[src/rtl/ncl_pkg.sv]
// ncl_pkg: shared NCL state and dual-rail encoding definitions
package ncl_pkg;
    typedef enum logic {S_NULL, S_DATA} state_t;
    localparam logic [1:0] NULL_RAIL = 2'b00;
    localparam logic [1:0] DATA0     = 2'b01;
    localparam logic [1:0] DATA1     = 2'b10;
    localparam logic [1:0] ILLEGAL   = 2'b11;
    function automatic logic [1:0] rail(input logic v);
        return v ? DATA1 : DATA0;
    endfunction
endpackage

[src/rtl/ncl_flag_unit_if.sv]
// ncl_flag_unit_if: dual-rail operand in, dual-rail flags and status out
interface ncl_flag_unit_if #(parameter int WIDTH = 8, parameter int CNT_W = 8);
    logic [WIDTH-1:0] in_t;
    logic [WIDTH-1:0] in_f;
    logic             ki;
    logic             ko;
    logic             zero_t;
    logic             zero_f;
    logic             neg_t;
    logic             neg_f;
    logic             par_t;
    logic             par_f;
    logic             err;
    logic [CNT_W-1:0] tok_cnt;
    modport master(output in_t, in_f, ki, input ko, zero_t, zero_f, neg_t, neg_f, par_t, par_f, err, tok_cnt);
    modport slave(input in_t, in_f, ki, output ko, zero_t, zero_f, neg_t, neg_f, par_t, par_f, err, tok_cnt);
endinterface

[src/rtl/ncl_completion.sv]
// ncl_completion: dual-rail completion detection over a WIDTH-bit operand
module ncl_completion #(parameter int WIDTH = 8) (
    input  logic [WIDTH-1:0] in_t,
    input  logic [WIDTH-1:0] in_f,
    output logic             all_data,
    output logic             all_null,
    output logic             illegal
);
    // an 11 bit fails the XOR test, so it never counts as DATA or NULL
    assign all_data = &(in_t ^ in_f);
    assign all_null = ~|(in_t | in_f);
    assign illegal  = |(in_t & in_f);
endmodule

[src/rtl/ncl_flag_unit.sv]
// ncl_flag_unit: registered dual-rail zero/negative/parity flags under a four-phase handshake
module ncl_flag_unit
    import ncl_pkg::*;
#(
    parameter int WIDTH = 8,
    parameter int CNT_W = 8
) (
    input logic           clk,
    input logic           rst,
    ncl_flag_unit_if.slave bus
);
    state_t           state_q, state_d;
    logic             all_data, all_null, illegal;
    logic             zero_q, neg_q, par_q, err_q;
    logic [CNT_W-1:0] tok_q;
    logic             accept;

    ncl_completion #(.WIDTH(WIDTH)) u_comp (
        .in_t    (bus.in_t),
        .in_f    (bus.in_f),
        .all_data(all_data),
        .all_null(all_null),
        .illegal (illegal)
    );

    assign accept = state_q == S_NULL && state_d == S_DATA;

    // state register
    always_ff @(posedge clk or posedge rst) begin
        if (rst) state_q <= S_NULL;
        else     state_q <= state_d;
    end

    // next state: an illegal code freezes the handshake where it stands
    always_comb begin
        state_d = state_q;
        if (!illegal)
            state_d = state_q == S_NULL ? (all_data && bus.ki ? S_DATA : S_NULL)
                                        : (all_null && !bus.ki ? S_NULL : S_DATA);
    end

    // flag capture on accept, sticky error, wavefront counter
    always_ff @(posedge clk or posedge rst) begin
        if (rst) begin
            zero_q <= 1'b0;
            neg_q  <= 1'b0;
            par_q  <= 1'b0;
            err_q  <= 1'b0;
            tok_q  <= '0;
        end else begin
            if (accept) begin
                zero_q <= &bus.in_f;
                neg_q  <= bus.in_t[WIDTH-1];
                par_q  <= ^bus.in_t;
                tok_q  <= tok_q + CNT_W'(1);
            end
            if (illegal) err_q <= 1'b1;
        end
    end

    // outputs decode from registered state only, so rails drop to NULL as soon as reset hits
    always_comb begin
        bus.ko                   = state_q == S_NULL;
        {bus.zero_t, bus.zero_f} = state_q == S_DATA ? rail(zero_q) : NULL_RAIL;
        {bus.neg_t, bus.neg_f}   = state_q == S_DATA ? rail(neg_q) : NULL_RAIL;
        {bus.par_t, bus.par_f}   = state_q == S_DATA ? rail(par_q) : NULL_RAIL;
        bus.err                  = err_q;
        bus.tok_cnt              = tok_q;
    end
endmodule

[src/flat_wrapper.sv]
// flat-port wrapper written by rule: the top's interface ports become plain ports
module ncl_flag_unit_flat import ncl_pkg::*;
#(
    parameter int WIDTH = 8,
    parameter int CNT_W = 8
)
  (clk, rst, bus_in_t, bus_in_f, bus_ki, bus_ko, bus_zero_t, bus_zero_f, bus_neg_t, bus_neg_f, bus_par_t, bus_par_f, bus_err, bus_tok_cnt);
  ncl_flag_unit_if #(.WIDTH(WIDTH), .CNT_W(CNT_W)) bus_i ();
  input logic clk;
  input logic rst;
  input wire logic [$bits(bus_i.in_t)-1:0] bus_in_t;
  input wire logic [$bits(bus_i.in_f)-1:0] bus_in_f;
  input wire logic [$bits(bus_i.ki)-1:0] bus_ki;
  output wire logic [$bits(bus_i.ko)-1:0] bus_ko;
  output wire logic [$bits(bus_i.zero_t)-1:0] bus_zero_t;
  output wire logic [$bits(bus_i.zero_f)-1:0] bus_zero_f;
  output wire logic [$bits(bus_i.neg_t)-1:0] bus_neg_t;
  output wire logic [$bits(bus_i.neg_f)-1:0] bus_neg_f;
  output wire logic [$bits(bus_i.par_t)-1:0] bus_par_t;
  output wire logic [$bits(bus_i.par_f)-1:0] bus_par_f;
  output wire logic [$bits(bus_i.err)-1:0] bus_err;
  output wire logic [$bits(bus_i.tok_cnt)-1:0] bus_tok_cnt;
  assign bus_i.in_t = bus_in_t;
  assign bus_i.in_f = bus_in_f;
  assign bus_i.ki = bus_ki;
  assign bus_ko = bus_i.ko;
  assign bus_zero_t = bus_i.zero_t;
  assign bus_zero_f = bus_i.zero_f;
  assign bus_neg_t = bus_i.neg_t;
  assign bus_neg_f = bus_i.neg_f;
  assign bus_par_t = bus_i.par_t;
  assign bus_par_f = bus_i.par_f;
  assign bus_err = bus_i.err;
  assign bus_tok_cnt = bus_i.tok_cnt;
  ncl_flag_unit #(.WIDTH(WIDTH), .CNT_W(CNT_W)) u_core (.clk(clk), .rst(rst), .bus(bus_i));
endmodule
[config.mk]
export PLATFORM = sky130hd
export DESIGN_NAME = ncl_flag_unit_flat
export DESIGN_NICKNAME = d
export VERILOG_FILES = /design/src/rtl/ncl_pkg.sv /design/src/rtl/ncl_flag_unit_if.sv /design/src/rtl/ncl_completion.sv /design/src/rtl/ncl_flag_unit.sv /design/src/flat_wrapper.sv
export SDC_FILE = /design/constraint.sdc
export NUM_CORES = 1
export LEC_CHECK = 0
export CAP_MARGIN = 20
export CORE_AREA = 2 2 51 53
export CTS_CLUSTER_SIZE = 20
export DETAILED_ROUTE_END_ITERATION = 7
export DIE_AREA = 0 0 53 55
export GPL_ROUTABILITY_DRIVEN = 1
export GPL_TIMING_DRIVEN = 1
export PLACE_DENSITY = 0.75
export SLEW_MARGIN = 40
export SYNTH_ARGS = -nofsm -noshare
export SYNTH_HDL_FRONTEND = slang
export SYNTH_SLANG_ARGS = --single-unit
[constraint.sdc]
create_clock -name clk -period 1.7 [get_ports clk]
set_input_delay 0.17 -clock clk [delete_from_list [all_inputs] [get_ports clk]]
set_output_delay 0.17 -clock clk [all_outputs]
set_load 0.02 [all_outputs]
# After elaboration in Yosys (flattened, before gate mapping)
# Index checks and enable logic that the tools add are counted.
[classes] muxes=10 bitwise=4 addsub=1 n_reduce_logical=10
[ops] op="AND reduction 8 bit" count=2
[ops] op="OR reduction 8 bit" count=2
[ops] op="two-way mux 2 bit" count=6
[ops] op="adder 8 x 1 -> 8 bit (second input constant)" count=1
[ops] op="bitwise AND 8 bit" count=1
[ops] op="OR 8 bit" count=1
[ops] op="parity 8 bit" count=1
[ops] op="bitwise XOR 8 bit" count=1
[ops] op="two-way mux 1 bit" count=4
[ops] op="logical AND 1 bit" count=3
[ops] op="zero test 1 bit" count=2
[ops] op="inverter 1 bit" count=1
[totals] inputBits=19 register_bits=13 out_inout_bits=16

# Logic depth before layout (Yosys ltp)
# Gate-level depths: netlist (run 1).
[logic_depth] ltp_word=8 mapped_depth=7

# By module
# Synthesis (run 1) repeated with hierarchy kept, for this count alone.
[unflattened] hier_cells=102 area_unflattened_um2=988.4
[by_module_without_submodules] module="ncl_flag_unit" area_per_inst_um2=679.4 n_inst=1 seq_area_each_um2=325.3 cells_each=61
[by_module_without_submodules] module="ncl_completion" area_per_inst_um2=309.0 n_inst=1 seq_area_each_um2=0.0 cells_each=41

# Least setup slack after synthesis (run 1)
# No wires, ideal clock.
[synth_path] kind="input to register" startpoint="in bus_in_f[6]" endpoint="reg u_core.neg_q" setup_slack_ps=-185 t_required_ps=1575 n_path_buf=1 arrival_ps=1760 cell_stages=7 setup_ps=125 cell_sequence="inv_1 > ha_1 > nand2_1 > or4_1 > buf_2 > nor3_4 > mux2_2"
[synth_between] elab_chain_cells=8
[synth_lines] element="start, declared" line="flat_wrapper.sv:12" text="input wire logic [$bits(bus_i.in_f)-1:0] bus_in_f;"
[synth_lines] element="OR 8 bit" line="ncl_completion.sv:11" text="assign all_null = ~|(in_t | in_f);"
[synth_lines] element="OR reduction 8 bit" line="ncl_completion.sv:11"
[synth_lines] element="zero test 1 bit" line="ncl_completion.sv:11"
[synth_lines] element="logical AND 1 bit" line="ncl_flag_unit.sv:39" text=": (all_null && !bus.ki ? S_NULL : S_DATA);"
[synth_lines] element="two-way mux 1 bit" line="ncl_flag_unit.sv:39"
[synth_lines] element="two-way mux 1 bit" line="ncl_flag_unit.sv:38" text="state_d = state_q == S_NULL ? (all_data && bus.ki ? S_DATA : S_NULL)"
[synth_lines] element="two-way mux 1 bit *" line="ncl_flag_unit.sv:37" text="if (!illegal)"
[synth_lines] element="logical AND 1 bit *" line="ncl_flag_unit.sv:26" text="assign accept = state_q == S_NULL && state_d == S_DATA;"
[synth_lines] element="end signal, assigned" line="ncl_flag_unit.sv:53" text="neg_q <= bus.in_t[WIDTH-1];"
[synth_lines] element="end, declared" line="ncl_flag_unit.sv:14" text="logic zero_q, neg_q, par_q, err_q;"
# Mark *: on every way between the ends. The rest lies on a longest branch, timed or not.
# A chain may end at the register's enable or synchronous reset.

# Final worst setup path (run 1)
[layout_path] startpoint="in bus_in_f[5]" endpoint="reg u_core.zero_q"
[layout_between] elab_chain_cells=8
[layout_lines] element="OR 8 bit" line="ncl_completion.sv:11"
[layout_lines] element="OR reduction 8 bit" line="ncl_completion.sv:11"
[layout_lines] element="zero test 1 bit" line="ncl_completion.sv:11"
[layout_lines] element="logical AND 1 bit" line="ncl_flag_unit.sv:39"
[layout_lines] element="two-way mux 1 bit" line="ncl_flag_unit.sv:39"
[layout_lines] element="two-way mux 1 bit" line="ncl_flag_unit.sv:38"
[layout_lines] element="two-way mux 1 bit" line="ncl_flag_unit.sv:37"
[layout_lines] element="logical AND 1 bit" line="ncl_flag_unit.sv:26"
[layout_lines] element="end signal, assigned" line="ncl_flag_unit.sv:52" text="zero_q <= &bus.in_f;"
[layout_lines] element="end, declared" line="ncl_flag_unit.sv:14"
# Parallel ways exist; a longest one is shown, timed or not.

==> run metrics, run 1 <==
status=completed; share of the synthesized area in the top cell type=0.323; Initial Utilization=0.425; I/O pins=35; YS warnings=0; Routed wire per std cell=14.5 um; Leakage=~0.00086 uW; post-synthesis register bit count=13; dominant cells by area after synthesis=dfrtp_1 32%, ha_1 21%, xnor2_1 8.7%, inv_1 6.7%, mux2_2 4.5%; most common cell after layout, fill and taps aside=buf_4; dpl hpwl=2140 um; Setup CP Type=in2reg; vias after detailed routing=1,029; Die Span Y=55 um; clock sink count=13; Highest Clock Rate=597 MHz; setup TNS=0 ns; 1st-pass router iterations=4; # diodes=0; largest net degree at the start of global routing=14; Post-Syn Nets=141; Core Util, Final=0.758; Max VDD drop=about 0.00031 V; commonest non-fill, non-tap cells in the layout=32 x buf_4, 13 x clkdlybuf4s50_1, 12 x dfrtp_1; final cycle utilization of the critical path=0.985; Core Area=around 2400 sq um; H-tree levels=1; initial antenna violation count=0; Worst Hold Class=in2async; hold_ws=0.201 ns; root buf cell=clkbuf_4; layout cells sized above 1=0.497; worst setup skew after layout=0.00600 ns; min Tclk post-route=approximately 1.7 ns; TritonCTS Buffers=3; syn avg cell area=9.58 sq um; clock tree buffer depth=2; Worst slew margin=0.682; Synth-to-Final Area Change=78.1%; Starting DRT DRC Count=13; max-cap violations=0; Hold Fails Final Rpt=0; Fill cells=154; startpoint types=input pin; cell taking the most area after synthesis=dfrtp_1; global-route wire length before repair=around 4600 um; antenna viol nets, final=0; Final Setup Violations=0; DIE WIDTH=53 um; All-Layer GR Usage=0.220; gr ovfl total=0; critical path arrival=roughly 1.8 ns; clk slew on worst S/H paths=0.08 ns; DRC viols=0; CP Data Required Time=about 1.9 ns; num rows=18; Final Max Tran Viols=0; layout net count=210; GPL Wtd Cong=between 0.7 and 0.8; Mapped Cells=between 100 and 150; Seq/Total Area, Yosys=0.323; Avg Vias per Cell=5.07; Setup crit end kind=register; multi-input logic area=~760 sq um; power per cell area=422 nW/um^2; worst slew pin tran=0.477 ns; CTS tree=built; cts-stage hold buffer count=0; synth unique cells=22; clk_lat worst skew=0.28 ns; final WL=2940 um; input/output buffers=34; vias in the first global route=1,041; synthesized area=roughly 1000 sq um; Die Area=2920 sq um; total power=757 uW; peak fanout along the critical path=3; register area=~330 sq um
==> through the flow <==
stage	std cells	setup WS, ns	area (sq um)
3_5_place_dp	193	-0.842	1630
3_3_place_gp	193	-0.782	1630
5_1_grt	203	-0.0451	1790
2_1_floorplan	105	-0.132	1080
4_1_cts	202	0.00181	1720
6_report	203	0.0252	1790
==> final cells by class <==
cell class                      count  share of cell area
Clock buffer                        4              0.0147
Inverter                           18              0.0503
Multi-Input combinational cell     73               0.424
Sequential cell                    13               0.182
Tap cell                           30              0.0209
Timing Repair Buffer               65               0.308
==> synthesized netlist by cell type <==
cell,count
o22ai_1,1
xnor2_1,10
nand2b_1,1
nand4b_1,1
nor3_1,1
and2_1,4
nand4_1,6
ha_1,17
nor3_4,1
or4_1,1
and3b_1,1
dfrtp_1,13
nand3_1,4
inv_1,18
or3_1,2
nor4_1,5
nand2_1,5
and4_1,1
nor2_1,4
buf_2,1
mux2_2,4
xor2_1,4
==> worst max-delay path, cell delays in order <==
cell,delay [ns]
buf_2,0.11
buf_4,0.13
ha_1,0.20
nor4_2,0.28
buf_4,0.17
nand2_2,0.07
nor3_4,0.26
buf_6,0.15
mux2_4,0.29
==> power by group <==
part | switching, uW | total, uW | internal, uW
sequential | 0.0748 | 309 | 309
combinational | 114 | 255 | 141
clock | 101 | 192 | 91.1
==> layer usage <==
layer / global-route usage / wire, um / part of all wire
met1: 0.229 / 1100 / 0.38
met2: 0.429 / 1600 / 0.55
met3: 0.0215 / 107 / 0.036
met4: 0.128 / 124 / 0.042
met5: 0 / 0 / 0
==> final timing paths <==
check,start,endpoint,slack (ns),cells past startpoint
setup / recovery,bus_in_f[5],u_core.zero_q,0.03,9
hold / removal,rst,u_core.bus.tok_cnt[1],0.20,2
setup reg to reg,u_core.state_q,u_core.bus.tok_cnt[5],0.15,4
hold reg to reg,u_core.bus.tok_cnt[7],u_core.bus.tok_cnt[7],0.47,1
max in group asynchronous,rst,u_core.state_q,1.15,2
min in group clk,bus_in_t[7],u_core.neg_q,0.29,3
==> sequential cells by signal (all words and copies together), names as in the netlist <==
register	count
u_core.state_q	1
u_core.par_q	1
u_core.bus.err	1
u_core.zero_q	1
u_core.neg_q	1
u_core.bus.tok_cnt	8
==> repair_timing <==
action                                  4_1_cts  5_1_grt
pin swaps                                     7        9
gates resized for setup                      87       23
buffers inserted                              5        1
endpoints found under the setup margin       19        9
==> cells by family (layout without fill, tap and decap cells) <==
logic type,count (synthesis),count (layout),synth area share
multiplexers,4,4,0.0448
AO/OA/AOI/OAI,1,1,0.00622
flip-flops,13,13,0.323
adder cells (fa/ha/maj),17,17,0.211
XOR/XNOR,14,14,0.122
AND/OR/NAND/NOR,37,37,0.220
buffers and inverters,19,87,0.0721
Power figures use the tool's default switching activity.
==> run 2, diff against run 1 <==
--- a/config.mk
+++ b/config.mk
@@ -6,13 +6,13 @@
 export NUM_CORES = 1
 export LEC_CHECK = 0
 export CAP_MARGIN = 20
-export CORE_AREA = 2 2 51 53
+export CORE_AREA = 2 2 49 56
 export CTS_CLUSTER_SIZE = 20
 export DETAILED_ROUTE_END_ITERATION = 7
-export DIE_AREA = 0 0 53 55
+export DIE_AREA = 0 0 51 58
 export GPL_ROUTABILITY_DRIVEN = 1
 export GPL_TIMING_DRIVEN = 1
-export PLACE_DENSITY = 0.75
+export PLACE_DENSITY = 0.74
 export SLEW_MARGIN = 40
 export SYNTH_ARGS = -nofsm -noshare
 export SYNTH_HDL_FRONTEND = slang
==> run 2 against run 1 <==
Hold slack worse by 0.0056 ns. Combinational power down 7%. Power decreased by 1.6%. Sequential share of layout area rose by 0.21 points. Clock power grew 3%. Register-to-register slack about the same. Cell area fell by 1.5%. Critical endpoint is now u_core.bus.tok_cnt[2]. Worst setup slack better by 0.0047 ns. Die area is 1.5% higher. First-iteration DRC count is 15% lower. Wire length shrank 1.7%.
==> run metrics, run 2 (synthesis results as in run 1) <==
Routed wire per std cell=14.2 um; global-route layer with the greatest usage=met2; Initial Utilization=0.419; gr ovfl total=0; multi-input logic area=around 760 sq um; worst setup skew after layout=0.00748 ns; Final Max Tran Viols=0; GPL Wtd Cong=0.828; Crit-path slowest cell=ha_4; crit-path most repeated cell=buf_4; worst slew pin tran=0.478 ns; DRC viols=0; Leakage=0.000885 uW; All-Layer GR Usage=0.216; # diodes=0; clock tree buffer depth=2; vias in the first global route=1,137; Hold Fails Final Rpt=0; commonest non-fill, non-tap cells in the layout=32 x buf_4, 13 x dfrtp_1, 12 x clkdlybuf4s50_1; dpl hpwl=2180 um; Layout Cells excl Fill=204; 1st-pass router iterations=4; min Tclk post-route=approximately 1.7 ns; max FFs per register=8; Core Area=2400 sq um; TritonCTS Buffers=3; peak fanout along the critical path=2; Die Span Y=about 58 um; R2R depth=4; critical path arrival=1.84 ns; Fill cells=169; dpl cells=195; Die Area=2960 sq um; final setup margin=0.0299 ns; grt met1 use=0.215; Core Util, Final=0.735; Starting DRT DRC Count=11; final WL=2890 um; CTS tree=built; antenna viol nets, final=0; I/O pins=35; crit-path cells=clkdlybuf4s15_2 > inv_2 > ha_4 > nand3_2 > buf_4 > buf_4 > buf_4 > buf_4 > nor4_2 > nand4_1 > xnor2_1; pre-CTS setup slack=-0.799 ns; clk slew on worst S/H paths=~0.08 ns; num rows=19; clk_lat worst skew=0.29 ns; Setup crit end kind=register; Worst slew margin=0.681; initial antenna violation count=0; startpoint types=input pin; max-cap violations=0; Synth-to-Final Area Change=75.4%; reg2reg start=u_core.state_q; clock sink count=13; power per cell area=around 420 nW/um^2; met2 global-route usage=0.410; Final Setup Violations=0; global-route wire length before repair=4760 um; root buf cell=clkbuf_4; Max VDD drop=between 0.0002 and 0.0003 V; Reg2Reg Capture Point=u_core.bus.tok_cnt[6]; input/output buffers=34; CP Data Required Time=~1.9 ns; Avg Vias per Cell=5.05; most common cell after layout, fill and taps aside=buf_4; Worst Hold Class=in2async; met3 Usage GRT=0.0309; status=completed; DIE WIDTH=51 um; Highest Clock Rate=599 MHz; Largest stage delay, worst path=0.25 ns; R2R setup slack=0.16 ns; vias after detailed routing=1,031; layout cells sized above 1=0.486; register area=around 330 sq um; largest net degree at the start of global routing=14; H-tree levels=1; final cycle utilization of the critical path=0.982; Setup CP Type=in2reg; layout net count=210
## run 2: changes by cell type in the layout (fill, tap and decap cells not counted), sizes merged
cell | before | now
buf | 47 | 46
clkdlybuf4s15 | 0 | 1
clkdlybuf4s50 | 13 | 12
dlymetal6s2s | 0 | 1
## run 2: repair_timing
action	CTS	global route
pin swaps	9	4
hold buffers	0	0
gates resized for setup	88	10
buffers inserted	4	1
endpoints found under the setup margin	16	12
hold endpoints to repair	0	0
## run 2: metal layers
metal,part of all wire,up-vias,wire [um]
met1,0.35,491,1020
met4,0.036,0,104
met3,0.041,8,119
met5,0,-,0
li1,-,488,-
met2,0.57,44,1640
## run 2: worst max path at each step
stage	slack (ns)	cells past startpoint	from	end
finish	0.03	11	bus_in_f[0]	u_core.bus.tok_cnt[2]
CTS	0.008	7	bus_in_t[4]	u_core.zero_q
floorplan	-0.13	7	bus_in_f[2]	u_core.neg_q
global placement	-0.75	8	bus_in_f[2]	u_core.bus.tok_cnt[6]
detailed placement	-0.80	7	bus_in_f[2]	u_core.zero_q
global route	-0.01	2	u_core.state_q	bus_par_t
## run 2: power breakdown
group | switching (uW) | internal, uW
clock | 107 | 91.4
sequential | 0.0766 | 309
combinational | 107 | 130
## run 2: area by class of cell
class | count | area share
sequential | 13 | 0.184
timing repair buffer | 65 | 0.296
multi-input combinational | 73 | 0.431
inverter | 18 | 0.0511
tap | 31 | 0.0220
clock buffer | 4 | 0.0149
## run 2: critical path, delay by kind of cell
kind                       cells  cell delay [ns]
xor gates and xnor gates       1             0.17
buffers and inverters          6             0.74
and+or+nand+nor                3             0.50
adders and majority gates      1             0.25
## run 2: stage by stage
stage	TNS (ns)	area, sq um	total power (uW)	hold slack (ns)
6_report	0	1760	745	0.195
5_1_grt	-0.0275	1760	790	0.249
4_1_cts	0	1710	738	0.208
3_5_place_dp	-8.51	1640	524	0.456
3_3_place_gp	-7.91	1640	517	0.452
2_1_floorplan	-0.495	1080	396	0.0470
==> run 3, diff against run 2 <==
--- a/config.mk
+++ b/config.mk
@@ -7,6 +7,7 @@
 export LEC_CHECK = 0
 export CAP_MARGIN = 20
 export CORE_AREA = 2 2 49 56
+export CTS_CLUSTER_DIAMETER = 50
 export CTS_CLUSTER_SIZE = 20
 export DETAILED_ROUTE_END_ITERATION = 7
 export DIE_AREA = 0 0 51 58
==> results of run 3 <==
No change in the layout: final DEF, timing and power equal those of run 2.
==> RTL change 1, RTL diff (flow settings as in run 1) <==
`CNT_W` is set to 8 in 3 places; all go to 9.
--- a/src/rtl/ncl_flag_unit_if.sv
+++ b/src/rtl/ncl_flag_unit_if.sv
@@ -1,5 +1,5 @@
 // ncl_flag_unit_if: dual-rail operand in, dual-rail flags and status out
-interface ncl_flag_unit_if #(parameter int WIDTH = 8, parameter int CNT_W = 8);
+interface ncl_flag_unit_if #(parameter int WIDTH = 8, parameter int CNT_W = 9);
     logic [WIDTH-1:0] in_t;
     logic [WIDTH-1:0] in_f;
     logic             ki;
--- a/src/rtl/ncl_flag_unit.sv
+++ b/src/rtl/ncl_flag_unit.sv
@@ -3,7 +3,7 @@
     import ncl_pkg::*;
 #(
     parameter int WIDTH = 8,
-    parameter int CNT_W = 8
+    parameter int CNT_W = 9
 ) (
     input logic           clk,
     input logic           rst,
--- a/src/flat_wrapper.sv
+++ b/src/flat_wrapper.sv
@@ -2,7 +2,7 @@
 module ncl_flag_unit_flat import ncl_pkg::*;
 #(
     parameter int WIDTH = 8,
-    parameter int CNT_W = 8
+    parameter int CNT_W = 9
 )
   (clk, rst, bus_in_t, bus_in_f, bus_ki, bus_ko, bus_zero_t, bus_zero_f, bus_neg_t, bus_neg_f, bus_par_t, bus_par_f, bus_err, bus_tok_cnt);
   ncl_flag_unit_if #(.WIDTH(WIDTH), .CNT_W(CNT_W)) bus_i ();
Ports: changed (resized bus_tok_cnt); port bits go from 35 to 36. The function was not compared with the original's and may differ.
==> RTL change 1 against run 1 <==
  * Non-clock buffer count down 11
  * Sequential cell count up 1
  * Via count down 9.4%
  * Worst setup slack better by 54 ps
  * First-iteration DRC count up 23%
  * Total power up 0.82%
  * Wire length down 18%
  * Clock skew up 3.3 ps
  * Count of clock-buffer cells in the layout unchanged
  * Synthesized area up 1.9%
  * Cell count down 6.4%
  * Final area down 7.7%
  * Largest cell class unchanged
  * Highest routed layer unchanged
==> RTL change 1: results <==
group,metric,value,unit
outcome,status,"finished clean",
worst_setup_path,worstPathArrival,1800,ps
final_layout,final_area,0.00165,mm²
global_routing,grt.total_usage,17.9,%
final_layout,largest_reg_flops,9,
placed_design,globalplace.congestion,0.794,
detailed_routing,avgViaCountPerCell,4.91,
final_layout,multiInputGateArea,678,µm²
final_layout,n_all_buffers,54,
worst_setup_path,reg2reg_slack,310,ps
worst_setup_path,critical_path.max_stage_delay,330,ps
power_and_ir_drop,internal-power,0.565,mW
timing,max_freq,0.617,GHz
detailed_routing,dr_total_vias,932,
global_routing,grt_pass1_vias,916,
yosys,postSynthCellCount,103,
final_layout,nets,197,
worst_setup_path,critPathMaxFanout,6,
timing,hold_ws,196,ps
yosys,synthTopCellsByArea,"dfrtp_1 34%, ha_1 21%, xnor2_1 12%, inv_1 6.6%, nand4_1 4.3%",
power_and_ir_drop,sequentialPower,0.337,mW
detailed_routing,drt_iter0_markers,16,
global_routing,grt_pass1_wl,3750,µm
timing,tightest_slew,504,ps
final_layout,seq_area_share,21.3,%
power_and_ir_drop,swShare,26.0,%
yosys,ys_top_cells_by_count,"18 x inv_1, 17 x ha_1, 14 x dfrtp_1, 14 x xnor2_1, 7 x nand4_1",
placed_design,io_buffers,35,
placed_design,place_inst,183,
worst_setup_path,slowest_stage,"mux2_2",
power_and_ir_drop,powerComb,0.185,mW
final_layout,multi_input_cells,70,
timing,skew,9.31,ps
final_layout,n_fill_cell,192,
power_and_ir_drop,leakagePower,0.821,nW
worst_setup_path,rr_worst_depth,3,
final_layout,final-clk-cell-share,2.19,%
RTL change 1: changes by cell type after synthesis, moves of 2 or more:
cell	change
xor2_1	-3
or3_1	-2
xnor2_1	+4
nor4_1	-3
and3_1	+3
nand2_1	-3
RTL change 1: what timing repair did:
action,4_1_cts,5_1_grt
buffers inserted,2,1
gates resized for setup,38,11
pin swaps,8,3
endpoints found under the setup margin,17,13
endpoints found under the hold margin,0,0
gates cloned,1,0
RTL change 1: cells by family (layout without fill, tap and decap cells):
| group | after synthesis | after routing | synth area share [%] |
|---|---|---|---|
| buf+inv | 19 | 76 | 7.69 |
| compound gates | 3 | 3 | 1.71 |
| fa+ha+maj | 17 | 17 | 20.8 |
| simple gates | 32 | 32 | 19.5 |
| xor+xnor | 15 | 15 | 12.8 |
| flops | 14 | 14 | 34.2 |
| mux | 3 | 3 | 3.30 |
RTL change 1: routing by layer:
layer	global-route usage (%)	routed length, µm
met1	16.7	872
met2	39.2	1390
met3	1.88	116
met4	6.41	33
met5	0	0
==> RTL change 2, RTL diff (config.mk and constraints of run 1) <==
Made on the original files. Make the reset (`rst`) synchronous in 2 clocked blocks.
--- a/src/rtl/ncl_flag_unit.sv
+++ b/src/rtl/ncl_flag_unit.sv
@@ -26,7 +26,7 @@
     assign accept = state_q == S_NULL && state_d == S_DATA;
 
     // state register
-    always_ff @(posedge clk or posedge rst) begin
+    always_ff @(posedge clk) begin
         if (rst) state_q <= S_NULL;
         else     state_q <= state_d;
     end
@@ -40,7 +40,7 @@
     end
 
     // flag capture on accept, sticky error, wavefront counter
-    always_ff @(posedge clk or posedge rst) begin
+    always_ff @(posedge clk) begin
         if (rst) begin
             zero_q <= 1'b0;
             neg_q  <= 1'b0;
Check against the original RTL: differs if rst is asserted again (counterexample within 4 cycles, from zero or initial values and one cycle with rst high); with rst held inactive, the same outputs for 10 cycles.
==> RTL change 2 against run 1 <==
  * Critical path depth decreased by 2
  * Synthesized area rose by 2.4%
  * Sequential cell count did not move
  * Combinational power shrank 17%
  * Hold slack gained 120 ps
  * Worst setup slack improved by 31 ps
  * Wire length fell by 11%
  * Total power decreased by 6.5%
  * Count of clock-buffer cells in the layout stayed put
  * Final area fell by 4.6%
==> RTL change 2: results <==
group,metric,value,unit
yosys,yosys_most_used_dff,"dfxtp_1",
detailed_routing,wl_per_cell,12.6,µm
worst_setup_path,reg2reg_slack,180,ps
detailed_routing,dr.pass1.iters,3,
timing,fin_crit_sh,96.7,%
power_and_ir_drop,clkPwrFrac,26.7,%
yosys,synthTopCellsByArea,"dfxtp_1 25%, ha_1 21%, inv_1 7.3%, xnor2_1 6.8%, nor2_1 6.2%",
outcome,status,"finished clean",
detailed_routing,dr_total_vias,1041,
yosys,ys_seq_area_share,25.3,%
yosys,synthArstFlopShare,0,%
final_layout,buf_share,26.4,%
worst_setup_path,rr_startpoint,"u_core.state_q",
final_layout,drive_above_1_share,39.9,%
clock_network,post-cts-setup-buffers,1,
yosys,ys_types,29,
yosys,ys_top_cells_by_count,"20 x inv_1, 17 x ha_1, 17 x nor2_1",
power_and_ir_drop,leakagePower,0.748,nW
yosys,syn-mean-instance-area,8.44,µm²
yosys,synth_xor_area_share,6.80,%
placed_design,place_inst,202,
detailed_routing,drt_iter0_markers,9,
global_routing,grt.total_usage,20.3,%
final_layout,multiInputGateArea,835,µm²
final_layout,n_all_inverters,20,
worst_setup_path,slowest_stage,"or4_4",
placed_design,globalplace.congestion,0.793,
yosys,synth-adder-area-share,20.7,%
power_and_ir_drop,total_power,0.707,mW
power_and_ir_drop,power.density,414,mW/mm²
global_routing,grt_pass1_wl,4360,µm
detailed_routing,avgViaCountPerCell,5.00,
final_layout,nets,215,
min_path,min_path_type,"input pin to flop",
clock_network,cts_resized,78,
placed_design,post-place-ws,-752,ps
final_layout,final-clk-cell-share,1.54,%
==> RTL change 2: changes by cell type after synthesis, moves of 3 or more <==
cell	before	now
nor2_1	4	17
nor2b_1	0	3
mux2_2	4	1
a21oi_1	0	3
dfrtp_1	13	0
mux2i_1	0	3
xor2_1	4	0
nor4_1	5	1
dfxtp_1	0	13
==> RTL change 2: metal layers <==
layer	track usage (%)	share of wire, %	wire length (µm)
met3	2.42	4.1	108
met4	6.84	0.95	25
met5	0	0	0
met1	21.4	38	1010
met2	41.5	56	1480
==> RTL change 2: worst min path at each step <==
stage                               from              to
after floorplan              bus_in_t[7]    u_core.neg_q
after global placement    u_core.bus.err  u_core.bus.err
after detailed placement  u_core.bus.err  u_core.bus.err
after CTS                    bus_in_t[7]    u_core.neg_q
after global routing         bus_in_t[7]    u_core.neg_q
final                        bus_in_t[7]    u_core.neg_q
